### src/rtl/axi_pkg.sv
// AXI4 write-channel types and constants shared by axi_write_responder,
// its FIFO sub-module and the testbench.
package axi_pkg;

  localparam int unsigned AXI_ID_WIDTH   = 4;
  localparam int unsigned AXI_ADDR_WIDTH = 32;
  localparam int unsigned AXI_DATA_WIDTH = 32;
  localparam int unsigned AXI_STRB_WIDTH = AXI_DATA_WIDTH / 8;

  typedef logic [7:0]              len_t;
  typedef logic [2:0]              size_t;
  typedef logic [1:0]              burst_t;
  typedef logic [1:0]              resp_t;
  typedef logic [AXI_ID_WIDTH-1:0] id_t;

  localparam burst_t BURST_FIXED = 2'b00;
  localparam burst_t BURST_INCR  = 2'b01;
  localparam burst_t BURST_WRAP  = 2'b10;

  localparam resp_t RESP_OKAY   = 2'b00;
  localparam resp_t RESP_SLVERR = 2'b10;

  typedef struct packed {
    id_t                       id;
    logic [AXI_ADDR_WIDTH-1:0] addr;
    len_t                      len;
    size_t                     size;
    burst_t                    burst;
  } aw_chan_t;

  typedef struct packed {
    logic [AXI_DATA_WIDTH-1:0] data;
    logic [AXI_STRB_WIDTH-1:0] strb;
    logic                      last;
  } w_chan_t;

  typedef struct packed {
    id_t   id;
    resp_t resp;
  } b_chan_t;

  // W-path state: IDLE loads the next burst from the AW head, BURST accepts beats.
  typedef enum logic {
    ST_IDLE  = 1'b0,
    ST_BURST = 1'b1
  } wr_state_e;

endpackage

### src/rtl/axi_wr_resp_fifo.sv
// Synchronous FIFO used for the AW queue and the B queue of axi_write_responder.
// No fall-through: a pushed entry becomes visible at the head one cycle later.
// The head reads as zero while the FIFO is empty so downstream outputs stay clean.
module axi_wr_resp_fifo #(
  parameter type         data_t = logic [7:0],
  parameter int unsigned DEPTH  = 4
) (
  input  logic  clk_i,
  input  logic  rst_i,
  input  logic  push_i,
  input  data_t data_i,
  input  logic  pop_i,
  output data_t data_o,
  output logic  full_o,
  output logic  empty_o
);

  localparam int unsigned PtrW = (DEPTH > 1) ? $clog2(DEPTH) : 1;
  localparam int unsigned CntW = $clog2(DEPTH + 1);

  data_t           mem [DEPTH];
  logic [PtrW-1:0] wr_ptr_reg;
  logic [PtrW-1:0] rd_ptr_reg;
  logic [CntW-1:0] count_reg;
  logic            do_push;
  logic            do_pop;

  function automatic logic [PtrW-1:0] ptr_inc(input logic [PtrW-1:0] p);
    return (p == PtrW'(DEPTH - 1)) ? '0 : p + 1'b1;
  endfunction

  assign full_o  = (count_reg == CntW'(DEPTH));
  assign empty_o = (count_reg == '0);
  assign do_push = push_i && !full_o;
  assign do_pop  = pop_i && !empty_o;
  assign data_o  = empty_o ? '0 : mem[rd_ptr_reg];

  // Storage array: written on accepted pushes, no reset needed.
  always_ff @(posedge clk_i) begin
    if (do_push) begin
      mem[wr_ptr_reg] <= data_i;
    end
  end

  // Pointer and occupancy bookkeeping.
  always_ff @(posedge clk_i) begin
    if (rst_i) begin
      wr_ptr_reg <= '0;
      rd_ptr_reg <= '0;
      count_reg  <= '0;
    end else begin
      if (do_push) wr_ptr_reg <= ptr_inc(wr_ptr_reg);
      if (do_pop)  rd_ptr_reg <= ptr_inc(rd_ptr_reg);
      case ({do_push, do_pop})
        2'b10:   count_reg <= count_reg + 1'b1;
        2'b01:   count_reg <= count_reg - 1'b1;
        default: ;
      endcase
    end
  end

endmodule

### src/rtl/axi_write_responder.sv
// Terminating AXI4 write endpoint: queues AW requests, turns each accepted W
// beat into a one-cycle memory write strobe, and returns one B per burst in
// AW order.
// Optional feature macro: AXI_WRITE_RESPONDER_LEN_CHECK_EN -- when defined, a
// burst whose W.last does not coincide with beat len+1 is answered SLVERR;
// otherwise every response is OKAY.
module axi_write_responder
  import axi_pkg::*;
#(
  parameter type         aw_t      = axi_pkg::aw_chan_t,
  parameter type         w_t       = axi_pkg::w_chan_t,
  parameter type         b_t       = axi_pkg::b_chan_t,
  parameter int unsigned AddrWidth = 32,
  parameter int unsigned DataWidth = 32,
  parameter int unsigned MaxTxns   = 4
) (
  input  logic                   clk_i,
  input  logic                   rst_i,
  input  logic                   aw_valid_i,
  input  aw_t                    aw_chan_i,
  output logic                   aw_ready_o,
  input  logic                   w_valid_i,
  input  w_t                     w_chan_i,
  output logic                   w_ready_o,
  output logic                   b_valid_o,
  output b_t                     b_chan_o,
  input  logic                   b_ready_i,
  output logic                   wr_valid_o,
  output logic [AddrWidth-1:0]   wr_addr_o,
  output logic [DataWidth-1:0]   wr_data_o,
  output logic [DataWidth/8-1:0] wr_strb_o
);

  localparam int unsigned StrbWidth = DataWidth / 8;

  aw_t                  aw_head;
  logic                 aw_full;
  logic                 aw_empty;
  logic                 aw_pop;
  b_t                   b_in;
  logic                 b_push;
  logic                 b_full;
  logic                 b_empty;

  wr_state_e            state_reg;
  wr_state_e            state_next;
  logic                 ports_en_reg;
  logic [AddrWidth-1:0] addr_reg;
  logic [AddrWidth-1:0] addr_next;
  len_t                 cnt_reg;
  logic                 beat;
  logic                 len_hit;
  logic                 burst_end;
  resp_t                resp;

  logic                 wr_valid_reg;
  logic [AddrWidth-1:0] wr_addr_reg;
  logic [DataWidth-1:0] wr_data_reg;
  logic [StrbWidth-1:0] wr_strb_reg;

  axi_wr_resp_fifo #(.data_t(aw_t), .DEPTH(MaxTxns)) u_aw_fifo (
    .clk_i   (clk_i),
    .rst_i   (rst_i),
    .push_i  (aw_valid_i && aw_ready_o),
    .data_i  (aw_chan_i),
    .pop_i   (aw_pop),
    .data_o  (aw_head),
    .full_o  (aw_full),
    .empty_o (aw_empty)
  );

  axi_wr_resp_fifo #(.data_t(b_t), .DEPTH(MaxTxns)) u_b_fifo (
    .clk_i   (clk_i),
    .rst_i   (rst_i),
    .push_i  (b_push),
    .data_i  (b_in),
    .pop_i   (b_valid_o && b_ready_i),
    .data_o  (b_chan_o),
    .full_o  (b_full),
    .empty_o (b_empty)
  );

  // State register; ports_en_reg keeps aw_ready low through the reset cycle.
  always_ff @(posedge clk_i) begin
    if (rst_i) begin
      state_reg    <= ST_IDLE;
      ports_en_reg <= 1'b0;
    end else begin
      state_reg    <= state_next;
      ports_en_reg <= 1'b1;
    end
  end

  // Next state: start a burst once an AW is queued, leave it at burst end.
  always_comb begin
    state_next = state_reg;
    case (state_reg)
      ST_IDLE:  if (!aw_empty) state_next = ST_BURST;
      ST_BURST: if (burst_end) state_next = ST_IDLE;
      default:  state_next = ST_IDLE;
    endcase
  end

  // Handshake outputs and burst-termination decode. Ready never looks at valid.
  always_comb begin
    aw_ready_o = ports_en_reg && !aw_full;
    w_ready_o  = (state_reg == ST_BURST) && !b_full;
    beat       = w_valid_i && w_ready_o;
    len_hit    = (cnt_reg == aw_head.len);
    burst_end  = beat && (w_chan_i.last || len_hit);
    aw_pop     = burst_end;
    b_push     = burst_end;
`ifdef AXI_WRITE_RESPONDER_LEN_CHECK_EN
    resp       = (w_chan_i.last && len_hit) ? RESP_OKAY : RESP_SLVERR;
`else
    resp       = RESP_OKAY;
`endif
    b_in       = '0;
    b_in.id    = aw_head.id;
    b_in.resp  = resp;
  end

  // Address generator: FIXED holds, INCR steps by the beat size, WRAP steps
  // and folds back into the aligned (len+1)<<size window.
  always_comb begin
    logic [AddrWidth-1:0] step;
    logic [AddrWidth-1:0] wrap_mask;
    logic [AddrWidth-1:0] incr_addr;
    step      = AddrWidth'(1) << aw_head.size;
    wrap_mask = ((AddrWidth'({1'b0, aw_head.len}) + AddrWidth'(1)) << aw_head.size) - AddrWidth'(1);
    incr_addr = addr_reg + step;
    addr_next = addr_reg;
    case (aw_head.burst)
      BURST_INCR: addr_next = incr_addr;
      BURST_WRAP: addr_next = (addr_reg & ~wrap_mask) | (incr_addr & wrap_mask);
      default:    addr_next = addr_reg;
    endcase
  end

  // Beat datapath: load the burst start in IDLE, register each accepted beat.
  always_ff @(posedge clk_i) begin
    if (rst_i) begin
      addr_reg     <= '0;
      cnt_reg      <= '0;
      wr_valid_reg <= 1'b0;
      wr_addr_reg  <= '0;
      wr_data_reg  <= '0;
      wr_strb_reg  <= '0;
    end else begin
      wr_valid_reg <= beat;
      if (state_reg == ST_IDLE && !aw_empty) begin
        addr_reg <= AddrWidth'(aw_head.addr);
        cnt_reg  <= '0;
      end
      if (beat) begin
        wr_addr_reg <= addr_reg;
        wr_data_reg <= DataWidth'(w_chan_i.data);
        wr_strb_reg <= StrbWidth'(w_chan_i.strb);
        addr_reg    <= addr_next;
        cnt_reg     <= cnt_reg + 1'b1;
      end
    end
  end

  assign b_valid_o  = !b_empty;
  assign wr_valid_o = wr_valid_reg;
  assign wr_addr_o  = wr_addr_reg;
  assign wr_data_o  = wr_data_reg;
  assign wr_strb_o  = wr_strb_reg;

endmodule

### config.mk
export PLATFORM = sky130hd
export DESIGN_NAME = axi_write_responder
export DESIGN_NICKNAME = d
export VERILOG_FILES = /design/src/rtl/axi_pkg.sv /design/src/rtl/axi_wr_resp_fifo.sv /design/src/rtl/axi_write_responder.sv
export SDC_FILE = /design/constraint.sdc
export NUM_CORES = 1
export LEC_CHECK = 0
export BUFFER_PORTS_ARGS = -buffer_cell sky130_fd_sc_hd__buf_2
export CELL_PAD_IN_SITES_DETAIL_PLACEMENT = 0
export CELL_PAD_IN_SITES_GLOBAL_PLACEMENT = 2
export CORE_MARGIN = 10
export CORE_UTILIZATION = 40
export CTS_BUF_LIST = sky130_fd_sc_hd__clkbuf_4 sky130_fd_sc_hd__clkbuf_8
export DETAILED_ROUTE_END_ITERATION = 12
export PLACE_DENSITY_LB_ADDON = 0.3
export RECOVER_POWER = 100
export SYNTH_ARGS = -nofsm -noshare
export SYNTH_HDL_FRONTEND = slang
export SYNTH_SLANG_ARGS = --single-unit
### constraint.sdc
create_clock -name clk_i -period 9.3 [get_ports clk_i]
set_input_delay 1.395 -clock clk_i [delete_from_list [all_inputs] [get_ports clk_i]]
set_output_delay 1.395 -clock clk_i [all_outputs]
set_load 0.005 [all_outputs]
==> impl_metrics.env <==
export IMPL_grt_usage_pct=17.1
export IMPL_p_comb_share_pct=11.5
export IMPL_cts_path_max_buffers=3
export IMPL_ir_worst_vdd_v=0.000128
export IMPL_worst_skew_pair_late_latency_ps=680
export IMPL_cts_buffers=56
export IMPL_crit_family="compound AO/OA/AOI/OAI gates"
export IMPL_synthTopCellsByArea="edfxtp_1, dfxtp_1, mux4_2, nand2_1, a21oi_1"
export IMPL_ys_ff_latch=341
export IMPL_cts_repair_resized=0
export IMPL_synth_fa_ha_area_share_pct=2.33
export IMPL_num_vias=11000
export IMPL_crit_chain="buf_4 -> mux4_2 -> nand2_1 -> inv_1 -> ha_1 -> and2_0 -> a22oi_1 -> nor3_1 -> xnor2_1 -> a221o_1 -> o41ai_1 -> nor3_1 -> a31oi_1 -> nand2b_1 -> a21oi_1 -> o32ai_1"
export IMPL_nNetsFinal=1616
export IMPL_cts_root_buf="clkbuf_8"
export IMPL_power_density_mw_per_mm2=192
export IMPL_synth_most_common_cell="edfxtp_1"
export IMPL_dieArea_mm2=0.0468
export IMPL_postCtsSetupRepairBufs=0
export IMPL_async_flop_share_pct=0
export IMPL_slew_violations=395
export IMPL_crit_required_ps=9880
export IMPL_cp_max_fo=48
export IMPL_tns_ps=0
export IMPL_synthSimpleGateAreaFrac_pct=13.6
export IMPL_crit_type="reg -> reg"
export IMPL_die_h_um=216
export IMPL_intPower_uw=2470
export IMPL_die_w_um=216
export IMPL_ant_nets=0
export IMPL_row_count=71
export IMPL_numPortBuffers=166
export IMPL_swShare_pct=26.9
export IMPL_synth_xor_area_share_pct=1.76
export IMPL_drc=0
export IMPL_final_cell_count_no_fill=2057
export IMPL_firstDrtPassIters=5
export IMPL_fmax_mhz=150
export IMPL_rsz0062_at_grt="no"
export IMPL_p_switching_uw=907
export IMPL_hold_ws_ps=451
export IMPL_violations="max-capacitance violations, max-slew violations"
export IMPL_r2r_cells=16
export IMPL_coreArea_mm2=0.0378
export IMPL_worstSetupStartpointType="flop"
export IMPL_yosysWarnings=0
export IMPL_hpwl_um=27800
export IMPL_total_power_uw=3370
export IMPL_post_route_min_period_ps=6650
export IMPL_path_depth=16
export IMPL_ys_flop_type="edfxtp_1"
export IMPL_cts_sinks=341
export IMPL_fin_worst_skew_ps=59.1
export IMPL_grt_pass1_vias=10800
export IMPL_wire_per_inst_um=20.0
export IMPL_cts_hold_fix_buffers=0
export IMPL_cp_common_cell="nor3_1"
export IMPL_cp_slowest_stage_delay_ps=950
export IMPL_io_pins=169
export IMPL_hold_viol=0
export IMPL_grt_max_degree=82
export IMPL_drive_gt1_share_pct=14.1
export IMPL_clkPwrFrac_pct=38.3
export IMPL_yosysTopAreaCellShare_pct=41.2
export IMPL_grt_overflow=0
export IMPL_gp_congestion=0.893
export IMPL_final_util_pct=46.5
export IMPL_slew_headroom_pct=-109
export IMPL_syn2layout_area_growth_pct=13.9
export IMPL_synthCells=1334
export IMPL_synth_area_mm2=0.0154
export IMPL_yosysTopAreaCell="edfxtp_1"
export IMPL_drt_wl_total_um=41100
export IMPL_synth_edf_count=212
export IMPL_clk_pin_slew_ps=60
export IMPL_tightest_slew_ps=3140
export IMPL_min_path_type="reg -> reg"
export IMPL_reg2reg_setup_slack_ps=2650
export IMPL_yosys_cell_types_count=81
export IMPL_crit_arrival_ps=7230
export IMPL_maxCapViolations=8
export IMPL_slowest_stage="o41ai_1"
export IMPL_path_buf_inv=2
export IMPL_htree_levels=2
export IMPL_status="complete, but fails checks"
export IMPL_synth_compound_area_share_pct=12.2
export IMPL_grt_pass1_wl_um=63800
export IMPL_avgSynthCellArea_um2=11.6
export IMPL_cts_tree="built"
export IMPL_synth_mux_area_share_pct=8.89
export IMPL_initial_core_util_pct=40.8
export IMPL_via_per_inst=5.33
export IMPL_ys_seq_area_share_pct=58.0
export IMPL_crit_path_end_kind="flop"
export IMPL_dp_cells=1951
export IMPL_setup_viol=0
export IMPL_synth_top_family_by_area="simple AND/OR/NAND/NOR gates"
export IMPL_yosys_top_cells_count="edfxtp_1, nand2_1, a21oi_1"
export IMPL_p_leak_uw=0.00571
export IMPL_drt_iter0_drc=827
export IMPL_grt_antenna_before_repair=4
export IMPL_sequentialPowerShare_pct=50.1
export IMPL_min_period_over_period_pct=71.5
[metal layers]
layer / share of wire, % / global-route usage (%) / vias to the layer above
met3: 6.7 / 3.84 / 56
met4: 1.8 / 5.36 / 2
met1: 49 / 25.1 / 5268
li1: - / - / 5315
met5: 0.024 / 0 / -
met2: 42 / 24.4 / 331
[how the worst min path moves through the flow]
stage,startpoint,end,slack (ps),depth (start not counted)
finish,wr_strb_o[2]$_SDFFE_PP0P_,wr_strb_o[2]$_SDFFE_PP0P_,450,2
global route,wr_data_o[17]$_SDFFE_PP0P_,wr_data_o[17]$_SDFFE_PP0P_,470,2
CTS,wr_data_o[9]$_SDFFE_PP0P_,wr_data_o[9]$_SDFFE_PP0P_,450,2
detailed placement,wr_data_o[28]$_SDFFE_PP0P_,wr_data_o[28]$_SDFFE_PP0P_,440,2
global placement,wr_data_o[10]$_SDFFE_PP0P_,wr_data_o[10]$_SDFFE_PP0P_,440,2
floorplan,flop,wr_addr_o[24]$_SDFFE_PP0P_,440,2
[cell type report]
class                   instances  area (um2)
diodes                          2        5.00
inverters                      43         161
fillers                      3642       20300
flip-flops and latches        341        8950
clock inverters                33         210
multi-input cells             876        5960
well taps                     511         639
clock buffers                  71         902
repair buffers                180         752
[worst reg2reg max path, stage by stage, from the launching register on]
cell,delay [ps]
dfxtp_1,760
buf_4,800
mux4_2,760
nand2_1,210
inv_1,140
ha_1,310
and2_0,230
a22oi_1,360
nor3_1,100
xnor2_1,180
a221o_1,420
o41ai_1,950
nor3_1,270
a31oi_1,360
nand2b_1,320
a21oi_1,80
o32ai_1,310
[power by group through the flow]
stage	Clock [uW]	Combinational (uW)	Sequential (uW)
2_1_floorplan	0	267	1710
3_3_place_gp	0	400	1720
3_5_place_dp	0	402	1720
4_1_cts	1340	403	1690
5_1_grt	1410	435	1700
6_report	1290	390	1690
[stage by stage]
stage / setup slack (ps) / cell area [um2]
final: 2650 / 17600
after global routing: 1970 / 17600
after CTS: 3400 / 17800
after detailed placement: 3390 / 16700
after global placement: 3480 / 16700
after floorplan: 4690 / 15400
[placed cells by master, fill, tap and decap left out, types with 5 or more instances in the layout]
cell / instances
edfxtp_1: 212
nand2_1: 203
a21oi_1: 134
clkbuf_1: 132
dfxtp_1: 129
nor2_1: 89
clkbuf_8: 59
mux4_2: 53
inv_1: 42
buf_2: 40
o21ai_0: 36
nand3_1: 30
nor3_1: 26
ha_1: 24
xnor2_1: 19
a31oi_1: 17
clkinv_1: 17
and2_1: 14
o32ai_1: 13
and3_1: 13
a211oi_1: 13
xor2_1: 12
o211ai_1: 12
clkbuf_4: 12
clkinv_2: 12
a311oi_1: 11
mux2i_1: 10
and2_0: 10
a22oi_1: 10
nand4_1: 9
nor4_1: 9
mux2_2: 7
or3_1: 7
buf_4: 7
nor2b_1: 6
and4_1: 5
[cells by family (layout without fill, tap and decap cells)]
kind of cell,count (synthesis),in the layout
other,1,4
and+or+nand+nor,452,452
AOI/OAI and AO/OA,294,294
adders and majority gates,27,27
DFF,341,341
buffers and inverters,118,327
xor gates and xnor gates,31,31
muxes,70,70
Note: power is estimated with default switching activity, not from simulation.
